### src/rtl/mult_sequencer.sv
// Shift-add multiplier sequencer for the CPU mult instruction: one multiplier bit per clock.
// Optional MULT_EARLY_EXIT_EN ends the run once the remaining multiplier bits are all zero.
module mult_sequencer #(
    parameter int WIDTH = 8
) (
    input  logic             CLK,
    input  logic             RESET_N,
    input  logic             start,
    input  logic             abort,
    input  logic [WIDTH-1:0] data1,
    input  logic [WIDTH-1:0] data2,
    output logic             stall,
    output logic             done,
    output logic [WIDTH-1:0] result,
    output logic [WIDTH-1:0] result_hi,
    output logic             ovf
);

    localparam int CW = $clog2(WIDTH);

    typedef enum logic [1:0] {
        IDLE = 2'd0,
        RUN  = 2'd1,
        DONE = 2'd2
    } state_t;

    state_t             state_q;
    logic [2*WIDTH-1:0] mcand_q;
    logic [WIDTH-1:0]   mplier_q;
    logic [2*WIDTH-1:0] acc_q;
    logic [CW-1:0]      cnt_q;
    logic [WIDTH-1:0]   result_q;
    logic [WIDTH-1:0]   result_hi_q;
    logic               ovf_q;

    logic [2*WIDTH-1:0] acc_d;
    logic [WIDTH-1:0]   mplier_d;
    logic               last_iter;

    assign acc_d    = acc_q + (mplier_q[0] ? mcand_q : '0);
    assign mplier_d = mplier_q >> 1;

`ifdef MULT_EARLY_EXIT_EN
    assign last_iter = (cnt_q == CW'(WIDTH-1)) || (mplier_d == '0);
`else
    assign last_iter = (cnt_q == CW'(WIDTH-1));
`endif

    // The start cycle itself stalls so the PC never advances past the mult.
    assign stall     = (state_q == RUN) || (start && (state_q != RUN) && !abort);
    assign done      = (state_q == DONE);
    assign result    = result_q;
    assign result_hi = result_hi_q;
    assign ovf       = ovf_q;

    always_ff @(posedge CLK or negedge RESET_N) begin
        if (!RESET_N) begin
            state_q     <= IDLE;
            mcand_q     <= '0;
            mplier_q    <= '0;
            acc_q       <= '0;
            cnt_q       <= '0;
            result_q    <= '0;
            result_hi_q <= '0;
            ovf_q       <= 1'b0;
        end else if (abort) begin
            state_q <= IDLE;
        end else begin
            case (state_q)
                IDLE, DONE: begin
                    if (start) begin
                        mcand_q  <= {{WIDTH{1'b0}}, data1};
                        mplier_q <= data2;
                        acc_q    <= '0;
                        cnt_q    <= '0;
                        state_q  <= RUN;
                    end else begin
                        state_q <= IDLE;
                    end
                end
                RUN: begin
                    acc_q    <= acc_d;
                    mcand_q  <= mcand_q << 1;
                    mplier_q <= mplier_d;
                    cnt_q    <= cnt_q + 1'b1;
                    if (last_iter) begin
                        // Results take the sum including this final iteration's add.
                        result_q    <= acc_d[WIDTH-1:0];
                        result_hi_q <= acc_d[2*WIDTH-1:WIDTH];
                        ovf_q       <= |acc_d[2*WIDTH-1:WIDTH];
                        state_q     <= DONE;
                    end
                end
                default: state_q <= IDLE;
            endcase
        end
    end

endmodule

### config.mk
export PLATFORM = sky130hd
export DESIGN_NAME = mult_sequencer
export DESIGN_NICKNAME = d
export VERILOG_FILES = /design/src/rtl/mult_sequencer.sv
export SDC_FILE = /design/constraint.sdc
export NUM_CORES = 1
export LEC_CHECK = 0
export BUFFER_PORTS_ARGS = -buffer_cell sky130_fd_sc_hd__buf_2
export CORE_MARGIN = 4
export CORE_UTILIZATION = 45
export CTS_CLUSTER_SIZE = 12
export DETAILED_ROUTE_END_ITERATION = 7
export PLACE_DENSITY_LB_ADDON = 0.15
export SLEW_MARGIN = 20
export SYNTH_ARGS = -nofsm -noshare
export SYNTH_HDL_FRONTEND = slang
export SYNTH_SLANG_ARGS = --single-unit
### constraint.sdc
create_clock -name CLK -period 6.32 [get_ports CLK]
set_clock_uncertainty 0.2 [all_clocks]
set_input_delay 1.896 -clock CLK [delete_from_list [all_inputs] [get_ports CLK]]
set_output_delay 1.896 -clock CLK [all_outputs]
set_load 0.05 [all_outputs]
* Word-level counts from Yosys, hierarchy flattened
Cells that the tools add are included.
Storage, ports and cells: bits in registers 62, bits of input ports 20, logic and storage cells 40
Operators by class: add/sub/neg operators 2, equality and inequality tests 6, muxes and demuxes 13, bitwise gates (word level) 1, reduce and logical (&&, ||, !) cells 10
Operators with widths (number):
- 16-bit case mux with 2 select lines | 2
- 16-bit 2-to-1 mux | 3
- 16-bit adder | 1
- 8-bit case mux with 2 select lines | 1
- 8-bit 2-to-1 mux | 1
- 8-bit OR reduction | 1
- 3-bit case mux with 2 select lines | 1
- 3-bit AND reduction | 2
- 2-bit 2-to-1 mux | 2
- 2-bit case mux with 2 select lines | 1
- 3-bit by 1-bit adder with 3-bit output, second input constant | 1
- 3-bit == test, second input constant | 1
- 3-bit 2-to-1 mux | 1
- 3-bit inequality test, second input constant | 1
- 2-bit by 1-bit == test with 1-bit output, second input constant | 1
- 2-bit == test, second input constant | 1
- 1-bit logical AND | 2
- 2-bit zero test | 1
- 2-bit by 1-bit inequality test with 1-bit output, second input constant | 1
- 2-bit inequality test, second input constant | 1
- 2-bit nonzero test | 1
- 2-bit OR reduction | 1
- 1-bit zero test | 1
- 1-bit logical OR | 1
- 2 further kinds | 2

* Longest topological paths before layout
Gate-level depths: netlist of the first run.
depth after elaboration 4, mapped depth 12, mapped depth without buffers 11

* Least setup slack after synthesis of the first run
Ideal clock, no wire load.
kind in2out, start point input port start, end point output port stall, arrival 3.047 ns, slack 1.177 ns, cell stages on the path 2, path buffers 0, cell sequence inv_1 -> o21ai_0
On the way: cells in the longest elaborated chain, start to end 3
RTL lines:
- start: declaration | line 8 | input logic start,
- 1-bit logical AND (2 in a row) | line 50 | assign stall = (state_q == RUN) || (start && (state_q != RUN) && !abort);
- 1-bit logical OR | line 50
- end: declaration | line 12 | output logic stall,
No other way between the ends.

* Worst setup path after layout of the first run
Same ends and word-level chain as after synthesis.

==> summary.md, run 1 <==
| Metric | Value |
|---|---|
| Core ar. | `6790 um^2` |
| Placed instance count | `428` |
| Sequential area share after synthesis | `49.4%` |
| Fin crit share | `73.3%` |
| Top delay family on crit path | `buffers and inverters` |
| Total congestion overflow | `0` |
| DR WL/cell | `14.3 um` |
| Synthesized area per cell | `10.3 um^2` |
| CTS Sinks | `62` |
| DRT Pass-1 Iters | `4` |
| CTS Hold Bufs | `0` |
| Main synth FF type | `dfrtp_1` |
| Distinct cells, synth | `40` |
| Gr usage total | `16.6%` |
| Power Density | `248 nW/um^2` |
| Final hold violations | `0` |
| CP Capture Type | `output port` |
| Worst Setup EP | `stall` |
| First-pass GRT wire length | `between 10000 and 15000 um` |
| R2R setup slack | `around 2.8 ns` |
| Initial DRC count | `74` |
| Antenna violations before repair | `0` |
| Post-synth ARST share | `100%` |
| Worst-margin pin slew | `1.03 ns` |
| Fin area | `3610 um^2` |
| Post-route ant nets | `0` |
| P&R area growth vs syn | `15.0%` |
| Initial Util | `46.2%` |
| YS warnings | `0` |
| Post-synth net total | `343` |
| Critical Path Source | `start` |
| Worst skew pair latency | `approximately 0.33 ns` |
| Crit path largest cell delay | `0.30 ns` |
| Clock buffer count from CTS | `9` |
| Post-cts sizing count | `0` |
| Crit path required time | `4.22 ns` |
| CTS clk-pin slew, worst paths | `0.07 ns` |
| Setup TNS | `0 ns` |
| Reg2reg end | `ovf` |
| R2R Path Start | `mplier_q[0]` |
| Critical path buffers and inverters | `3` |
| Fmax | `between 200 and 250 MHz` |
| Worst-path cell chain | `buf_2, inv_1, o21ai_0, buf_2` |
| Post-DP HPWL | `4360 um` |
| Worst setup margin | `1.69 ns` |
| Post-layout util | `53.1%` |
| Vias per inst | `5.16` |
| WP data arrival | `~2.5 ns` |
| Crit-path most repeated cell | `buf_2` |
| Gate Count Post-Synth | `305` |
| Layout cells sized above 1 | `20.2%` |
| Mapped cell area | `between 3000 and 4000 um^2` |
| CTS tree | `done` |
| CTS max path bufs | `2` |
| Drt total wl | `6320 um` |
| Rows | `30` |
| Htree depth | `3` |
| Via count | `2284` |
| CP Launch Type | `input port` |
| Final hold slack | `0.273 ns` |
| DR DRC count | `0` |
| Number of inserted diodes | `0` |
| FF-to-FF path depth | `10` |
| Dpl ws | `1.69 ns` |
| Slowest CP cell | `buf_2` |
| Setup Buffers After CTS | `0` |
| Slew HR | `31.2%` |
| Fin cells | `443` |
| Crit Path Class | `in -> out` |
| Nets | `382` |
| Pin count of the biggest net entering global routing | `63` |
| Final min period | `around 4.6 ns` |
| Die Area | `8380 um^2` |
| # port buffers | `38` |
| Run status | `finished, final reports clean` |
| Worst hold path class | `reg -> reg` |
| Pleak | `1.88 nW` |
| WP depth | `4` |
| Area after DPL | `3430 um^2` |
| Max IR drop VDD | `0.136 mV` |
| Slew Viols, Final | `0` |
| IO Count | `39` |
| Finish-stage setup viols | `0` |
| Chip width | `91.5 um` |
| Total power draw | `0.897 mW` |
| Post-synth EDFFs | `0` |
| CTS root buffer | `clkbuf_8` |
| Placer Congestion | `0.770` |
| Worst Path Max Fanout | `5` |
| Post-synthesis register bit count | `62` |
| RSZ-0062 raised after global routing | `no` |
| Vias in the first global route | `~2200` |
| Die Height | `91.5 um` |
| MaxCap Viol Count | `0` |
## cell usage after synthesis (all sizes together), types with 2 or more instances
library cell,instances,area share (%)
nand2b,2,0.40
a22oi,2,0.48
and2,16,3.3
ha,17,6.8
inv,6,0.72
mux2,4,1.4
and3,3,0.68
a22o,14,3.9
xnor2,8,2.2
clkbuf,10,1.2
xor2,6,1.7
buf,3,0.36
a31oi,2,0.40
a221o,2,0.68
nor2,5,0.60
a21oi,11,2.1
nand3,2,0.32
o21ai,48,7.7
nand2,49,5.9
mux2i,14,4.5
dfrtp,62,49
a21o,6,1.5
## cells in the final DEF (no fill, tap or decap), types with 8 or more instances in the layout
| cell | netlist | layout |
|---|---|---|
| a21oi_1 | 8 | 8 |
| a22o_1 | 14 | 14 |
| buf_2 | 0 | 38 |
| xnor2_1 | 8 | 8 |
| mux2i_1 | 14 | 14 |
| o21ai_0 | 48 | 48 |
| nand2_1 | 49 | 49 |
| and2_1 | 15 | 15 |
| ha_1 | 17 | 17 |
| dfrtp_1 | 62 | 62 |
| clkbuf_8 | 0 | 10 |
## metal layers
metal	vias to the layer above	track usage, %	part of all wire (%)
met3	9	3.81	4.1
li1	1155	-	-
met1	1079	23.7	52
met2	41	24.0	43
met4	0	7.16	1.6
met5	-	0	0
## power by group
| part | internal [mW] | switching, mW | leakage, nW |
|---|---|---|---|
| sequential | 0.432 | 0.0286 | 0.835 |
| combinational | 0.0627 | 0.0867 | 0.961 |
| clock | 0.148 | 0.140 | 0.0821 |
## area by class of cell
cell class | count | area [um^2]
fillers | 656 | 3180
flip-flops and latches | 62 | 1550
multi-input cells | 224 | 1530
repair buffers | 41 | 233
clock buffers | 12 | 145
well taps | 96 | 120
inverters | 6 | 22.5
clock inverters | 2 | 10.0
## sequential cells by signal (all words and copies together) (netlist names)
register   count
mcand_q       16
state_q        2
result         8
cnt_q          3
mplier_q       8
acc_q         16
result_hi      8
ovf            1
## cells by family after synthesis
family                     Yosys count  share of synthesized area (%)
DFF                                 62                           49.4
and+or+nand+nor                     82                           12.2
xor gates and xnor gates            14                           3.91
adders and majority gates           18                           7.41
buffers and inverters               19                           2.27
AOI/OAI and AO/OA                   92                           18.9
muxes                               18                           5.90
## worst min-delay path, delay by kind of cell, from the launching register on
kind	cells	cell delay [ns]
AOI/OAI and AO/OA	1	0.06
DFF	1	0.34
and+or+nand+nor	1	0.04
## worst min path at each step
stage / start / endpoint / slack (ns) / depth (start not counted)
floorplan: mplier_q[1] / mplier_q[1] / 0.25 / 2
global placement: result[6] / result[6] / 0.26 / 2
detailed placement: result[5] / result[5] / 0.26 / 2
CTS: result[5] / result[5] / 0.28 / 2
global route: result[5] / result[5] / 0.29 / 2
finish: result_hi[3] / result_hi[3] / 0.27 / 2
No activity file was read; power rests on OpenSTA's default activity.
==> run 2, diff against run 1 <==
Clock period 6.32 ns to 4.1 ns, I/O delays scaled along.
==> summary.md, run 2 (same netlist as run 1, synthesis figures left out) <==
| Metric | Value |
|---|---|
| Slowest CP cell | `dfrtp_1` |
| Via count | `2319 (+1.5%)` |
| Area after DPL | `3460 um^2 (+0.88%)` |
| Chip width | `91.5 um (unchanged)` |
| CP Capture Type | `flop` |
| Fin area | `3600 um^2 (-0.28%)` |
| Post-DP HPWL | `4610 um (+5.6%)` |
| Top delay family on crit path | `compound AO/OA/AOI/OAI gates` |
| Rows | `30 (unchanged)` |
| Crit path largest cell delay | `0.54 ns (+0.24 ns)` |
| DR DRC count | `0 (unchanged)` |
| Antenna violations before repair | `0 (unchanged)` |
| Crit Path Class | `reg -> reg` |
| Layout cells sized above 1 | `20.9% (+0.74 points)` |
| Clock buffer count from CTS | `9 (unchanged)` |
| Finish-stage setup viols | `0 (unchanged)` |
| CTS Sinks | `62 (unchanged)` |
| IO Count | `39 (unchanged)` |
| Power Density | `376 nW/um^2 (+51%)` |
| First-pass GRT wire length | `11200 um (+2.6%)` |
| Worst-path cell chain | `and2_1, ha_1, fa_1, a21oi_1, o21ai_0, a31o_2, a21o_1, a311oi_1, and4b_1, a31oi_1` |
| CP Launch Type | `flop` |
| Slew HR | `68.8% (+38 points)` |
| Pleak | `1.88 nW (about the same)` |
| Placer Congestion | `0.871 (+13%)` |
| DR WL/cell | `14.3 um (+0.26%)` |
| Initial Util | `46.2% (unchanged)` |
| Post-route ant nets | `0 (unchanged)` |
| Crit path required time | `4.10 ns (-0.12 ns)` |
| Worst Path Max Fanout | `17 (+12)` |
| Worst skew pair latency | `0.34 ns (about the same)` |
| Initial DRC count | `101 (+36%)` |
| Most frequent cells in the layout | `dfrtp_1 (62), nand2_1 (49), o21ai_0 (48), buf_2 (38), ha_1 (17)` |
| Htree depth | `3 (unchanged)` |
| Drt total wl | `6370 um (+0.71%)` |
| Die Area | `8380 um^2 (unchanged)` |
| Final min period | `3.29 ns` |
| Max IR drop VDD | `0.246 mV (+81%)` |
| Final hold slack | `0.270 ns (-0.00337 ns)` |
| CTS root buffer | `clkbuf_8` |
| MaxCap Viol Count | `0 (unchanged)` |
| Fin crit share | `around four fifths` |
| WP data arrival | `3.29 ns (+0.76 ns)` |
| P&R area growth vs syn | `14.7%` |
| Slew Viols, Final | `0 (unchanged)` |
| RSZ-0062 raised after global routing | `no` |
| # port buffers | `38 (unchanged)` |
| Pin count of the biggest net entering global routing | `37 (-41%)` |
| Final hold violations | `0 (unchanged)` |
| CTS tree | `done` |
| Run status | `finished, final reports clean` |
| Biggest regs | `acc_q (16), mcand_q (16)` |
| Number of inserted diodes | `0 (unchanged)` |
| Core ar. | `6790 um^2 (unchanged)` |
| Critical path buffers and inverters | `0 (-3)` |
| CTS Hold Bufs | `0 (unchanged)` |
| CTS clk-pin slew, worst paths | `0.06 ns (about the same)` |
| Worst hold path class | `reg -> reg` |
| Total congestion overflow | `0 (unchanged)` |
| Setup TNS | `0 ns (unchanged)` |
| CTS max path bufs | `2 (unchanged)` |
| Nets | `385 (+0.79%)` |
| Fmax | `~300 MHz` |
| Setup Buffers After CTS | `0 (unchanged)` |
| Vias in the first global route | `2281 (+2.9%)` |
| Post-cts sizing count | `0 (unchanged)` |
| Vias per inst | `5.21 (+1.1%)` |
| DRT Pass-1 Iters | `4 (unchanged)` |
| Die Height | `91.5 um (unchanged)` |
| Gr usage total | `17.0% (+0.38 points)` |
| Commonest non-fill, non-tap cell in the layout | `dfrtp_1` |
| Worst-margin pin slew | `0.468 ns (-0.564 ns)` |
-- run 2: cell types whose count changed in the layout (fill, tap and decap cells not counted) --
cell,previous run,this run
buf_4,2,6
clkbuf_8,10,9
buf_16,1,0
clkbuf_1,2,1
clkinv_2,2,3
-- run 2: routing by layer --
metal / wire length (um) / up-vias / track usage (%)
li1: - / 1166 / -
met5: 0 / - / 0
met3: 307 / 8 / 5.80
met4: 76 / 0 / 4.90
met2: 2720 / 46 / 24.7
met1: 3270 / 1099 / 23.9
-- run 2: worst min-delay path, stage by stage, from the launching register on --
cell and delay (ns):
dfrtp_1 0.34, nand2_1 0.04, o21ai_0 0.06
-- run 2: area by class of cell --
class	instances	area [um^2]
clock inverter	3	15.0
tap	96	120
clock buffer	10	128
multi-input combinational	224	1530
fill	628	3190
sequential	62	1550
timing repair buffer	44	235
inverter	6	22.5
-- run 2: worst paths after layout --
kind	start	endpoint	slack, ns	depth (start not counted)
setup reg to reg	mplier_q[0]	ovf	0.81	10
max in group asynchronous	RESET_N	mplier_q[2]	2.37	2
min in group asynchronous	RESET_N	result[4]	0.64	1
hold reg to reg	result[5]	result[5]	0.27	2
setup / recovery	mplier_q[0]	ovf	0.81	10
hold / removal	result[5]	result[5]	0.27	2
-- run 2: per-stage QoR --
step           setup slack [ns]  instances  util [%]  power [mW]
2_1_floorplan             0.289        305         -       0.873
3_3_place_gp              0.822        432      50.9       0.944
3_5_place_dp              0.809        432      50.9       0.952
4_1_cts                   0.797        445      53.0        1.38
5_1_grt                   0.623        445      53.0        1.45
6_report                  0.813        445      53.0        1.35
-- run 2: report_power, final --
group / internal (mW) / switching (mW) / leakage [nW]
Combinational: 0.0952 / 0.133 / 0.966
Clock: 0.205 / 0.209 / 0.0776
Sequential: 0.666 / 0.0444 / 0.835
==> run 3, diff against run 2 <==
Settings changed: ABC_AREA set to 1.
Clock period 4.1 ns to 2.9 ns, I/O delays scaled along.
==> summary.md, run 3 <==
| Metric | Value |
|---|---|
| Nets | `543 (+41%)` |
| Initial DRC count | `117 (+16%)` |
| Post-layout util | `52.7% (-0.30 points)` |
| Clock buffer count from CTS | `9 (unchanged)` |
| MaxCap Viol Count | `0 (unchanged)` |
| Placer Congestion | `0.843 (-3.2%)` |
| DR DRC count | `0 (unchanged)` |
| Layout cells sized above 1 | `13.5% (-7.4 points)` |
| CTS Sinks | `62 (unchanged)` |
| Vias in the first global route | `2886 (+27%)` |
| Commonest non-fill, non-tap cell in the layout | `nand2_1` |
| RSZ-0062 raised after global routing | `no` |
| Post-synth net total | `502 (+46%)` |
| Top-count cell post-synth | `nand2_1` |
| Cell accounting for the most synthesized area | `dfrtp_1` |
| Chip width | `96.7 um (+5.6%)` |
| IO Count | `39 (unchanged)` |
| Post-synth top cells | `nand2_1 (150), inv_1 (74), dfrtp_1 (62), o21ai_0 (43), nor2_1 (21)` |
| Final min period | `2.48 ns` |
| Slew HR | `70.0% (+1.2 points)` |
| # port buffers | `38 (unchanged)` |
| Setup TNS | `0 ns (unchanged)` |
| Final hold violations | `0 (unchanged)` |
| CP Launch Type | `input port` |
| Fmax | `403 MHz` |
| Vias per inst | `4.74 (-9.1%)` |
| Synthesized area per cell | `7.62 um^2 (-26%)` |
| Drt total wl | `7450 um (+17%)` |
| Fin area | `4050 um^2 (+13%)` |
| Power Density | `688 nW/um^2 (+83%)` |
| Distinct cells, synth | `34 (-15%)` |
| Main synth FF type | `dfrtp_1` |
| Post-DP HPWL | `5490 um (+19%)` |
| Number of inserted diodes | `0 (unchanged)` |
| P&R area growth vs syn | `14.5%` |
| Max IR drop VDD | `0.312 mV (+27%)` |
| Antenna violations before repair | `0 (unchanged)` |
| Slew Viols, Final | `0 (unchanged)` |
| Pleak | `2.25 nW (+20%)` |
| CTS tree | `done` |
| Die Area | `9340 um^2 (+12%)` |
| Worst skew pair latency | `0.34 ns (about the same)` |
| GR Util met2 | `27.0% (+2.3 points)` |
| Crit Path Class | `in -> out` |
| Run status | `finished, final reports clean` |
| Biggest regs | `acc_q (16), mcand_q (16)` |
| Worst Path Max Fanout | `3 (-14)` |
| Post-synthesis register bit count | `62 (unchanged)` |
| Htree depth | `3 (unchanged)` |
| CP Capture Type | `output port` |
| Gate Count Post-Synth | `464 (+52%)` |
| Total congestion overflow | `0 (unchanged)` |
| Post-cts sizing count | `0 (unchanged)` |
| CTS clk-pin slew, worst paths | `0.07 ns (about the same)` |
| Placed instance count | `596 (+38%)` |
| Adder-cell share of the synthesized area | `6.58% (-0.83 points)` |
| Via count | `2900 (+25%)` |
| Mux share of post-synthesis cell area | `0% (-5.9 points)` |
| FF-to-FF path depth | `13 (+3)` |
| Rows | `32 (+6.7%)` |
| Post-synth EDFFs | `0 (unchanged)` |
| Fin cells | `612 (+38%)` |
| Dpl ws | `0.422 ns (-0.387 ns)` |
| Hold Crit Depth | `2 (unchanged)` |
| Core ar. | `7690 um^2 (+13%)` |
| Post-synth ARST share | `100% (unchanged)` |
| Most used routing layer in global routing | `met2` |
| Worst-margin pin slew | `0.450 ns (-0.0185 ns)` |
| Most frequent cells in the layout | `nand2_1 (150), inv_1 (74), dfrtp_1 (62), o21ai_0 (42), buf_2 (38)` |
| Largest family of logic cells by synthesized area | `simple AND/OR/NAND/NOR gates` |
| First-pass GRT wire length | `13300 um (+19%)` |
| Sequential area share after synthesis | `43.9% (-5.6 points)` |
| Setup Buffers After CTS | `0 (unchanged)` |
| CTS Hold Bufs | `0 (unchanged)` |
| YS warnings | `0 (unchanged)` |
| GR Layer Usage met3 | `3.10% (-2.7 points)` |
| CTS root buffer | `clkbuf_8` |
| Xor/xnor cell area share of the yosys netlist | `1.73% (-2.2 points)` |
| Post-route ant nets | `0 (unchanged)` |
| Mapped cell area | `3540 um^2 (+13%)` |
| Die Height | `96.7 um (+5.6%)` |
| Share of the synthesized area in the top cell type | `43.9% (-5.6 points)` |
| Pin count of the biggest net entering global routing | `63 (+70%)` |
| Filler instances | `789 (+26%)` |
| Crit path required time | `1.83 ns (-2.27 ns)` |
| Area after DPL | `3850 um^2 (+11%)` |
| Finish-stage setup viols | `0 (unchanged)` |
| Dominant cells by area after synthesis | `dfrtp_1 (44%), nand2_1 (16%), inv_1 (7.9%)` |
| WP data arrival | `1.41 ns (-1.88 ns)` |
| DR WL/cell | `12.2 um (-15%)` |
| Post-Synth Simple-Gate Area | `24.3% (+12 points)` |
| Met1 Use GR | `24.0% (+0.12 points)` |
| Worst setup margin | `0.419 ns (-0.395 ns)` |
| DRT Pass-1 Iters | `4 (unchanged)` |
| Gr usage total | `17.3% (+0.38 points)` |
| CTS max path bufs | `2 (unchanged)` |
| Initial Util | `46.0% (-0.19 points)` |
| Worst hold path class | `reg -> reg` |
| Complex-gate fraction of the synthesized area | `13.1% (-5.7 points)` |
| Fin crit share | `~86%` |
run 3: cell count changes after synthesis, sizes merged, moves of 12 or more:
cell | before | now
nand2 | 49 | 151
o211ai | 0 | 12
mux2i | 14 | 0
nor2 | 5 | 25
inv | 6 | 77
run 3: cell type report:
class                      count  area [um^2]  share of cell area, %
timing repair buffer          44          260                   6.43
clock inverter                 5         58.8                   1.45
sequential                    62         1550                   38.3
tap                          102          128                   3.15
clock buffer                  11          141                   3.49
inverter                      78          294                   7.26
multi-input combinational    310         1620                   39.9
run 3: metal layers:
metal / up-vias / share of wire [%]
li1: 1543 / -
met1: 1302 / 51
met2: 44 / 44
met3: 11 / 3.6
met4: 0 / 2.0
met5: - / 0
run 3: worst paths after layout:
| kind | startpoint | end | slack [ns] |
|---|---|---|---|
| worst max-delay path | abort | stall | 0.42 |
| worst min-delay path | result[1] | result[1] | 0.28 |
| worst max register to register | mplier_q[0] | ovf | 0.48 |
| worst min register to register | result[1] | result[1] | 0.28 |
| max in group asynchronous | RESET_N | acc_q[2] | 1.89 |
| min in group asynchronous | RESET_N | result_hi[3] | 0.30 |
run 3: cells by family (layout without fill, tap and decap cells):
family	Yosys count	in the layout
flip-flops	62	62
adder cells (fa/ha/maj)	18	18
buffers and inverters	92	138
AO/OA/AOI/OAI	82	82
XOR/XNOR	7	7
AND/OR/NAND/NOR	203	203
run 3: through the flow:
stage / hold WS (ns) / total power [mW]
after floorplan: 0.253 / 1.80
after global routing: 0.309 / 3.01
after CTS: 0.285 / 2.82
after global placement: 0.260 / 2.02
final: 0.277 / 2.79
after detailed placement: 0.268 / 2.03
run 3: critical path, stage by stage:
cell	delay, ns
buf_2	0.14
o21ai_1	0.13
buf_2	0.27
run 3: where the power goes:
part           total, mW  internal (mW)  switching (mW)
clock network      0.772          0.420           0.351
logic              0.900          0.327           0.573
registers           1.11           1.02          0.0950
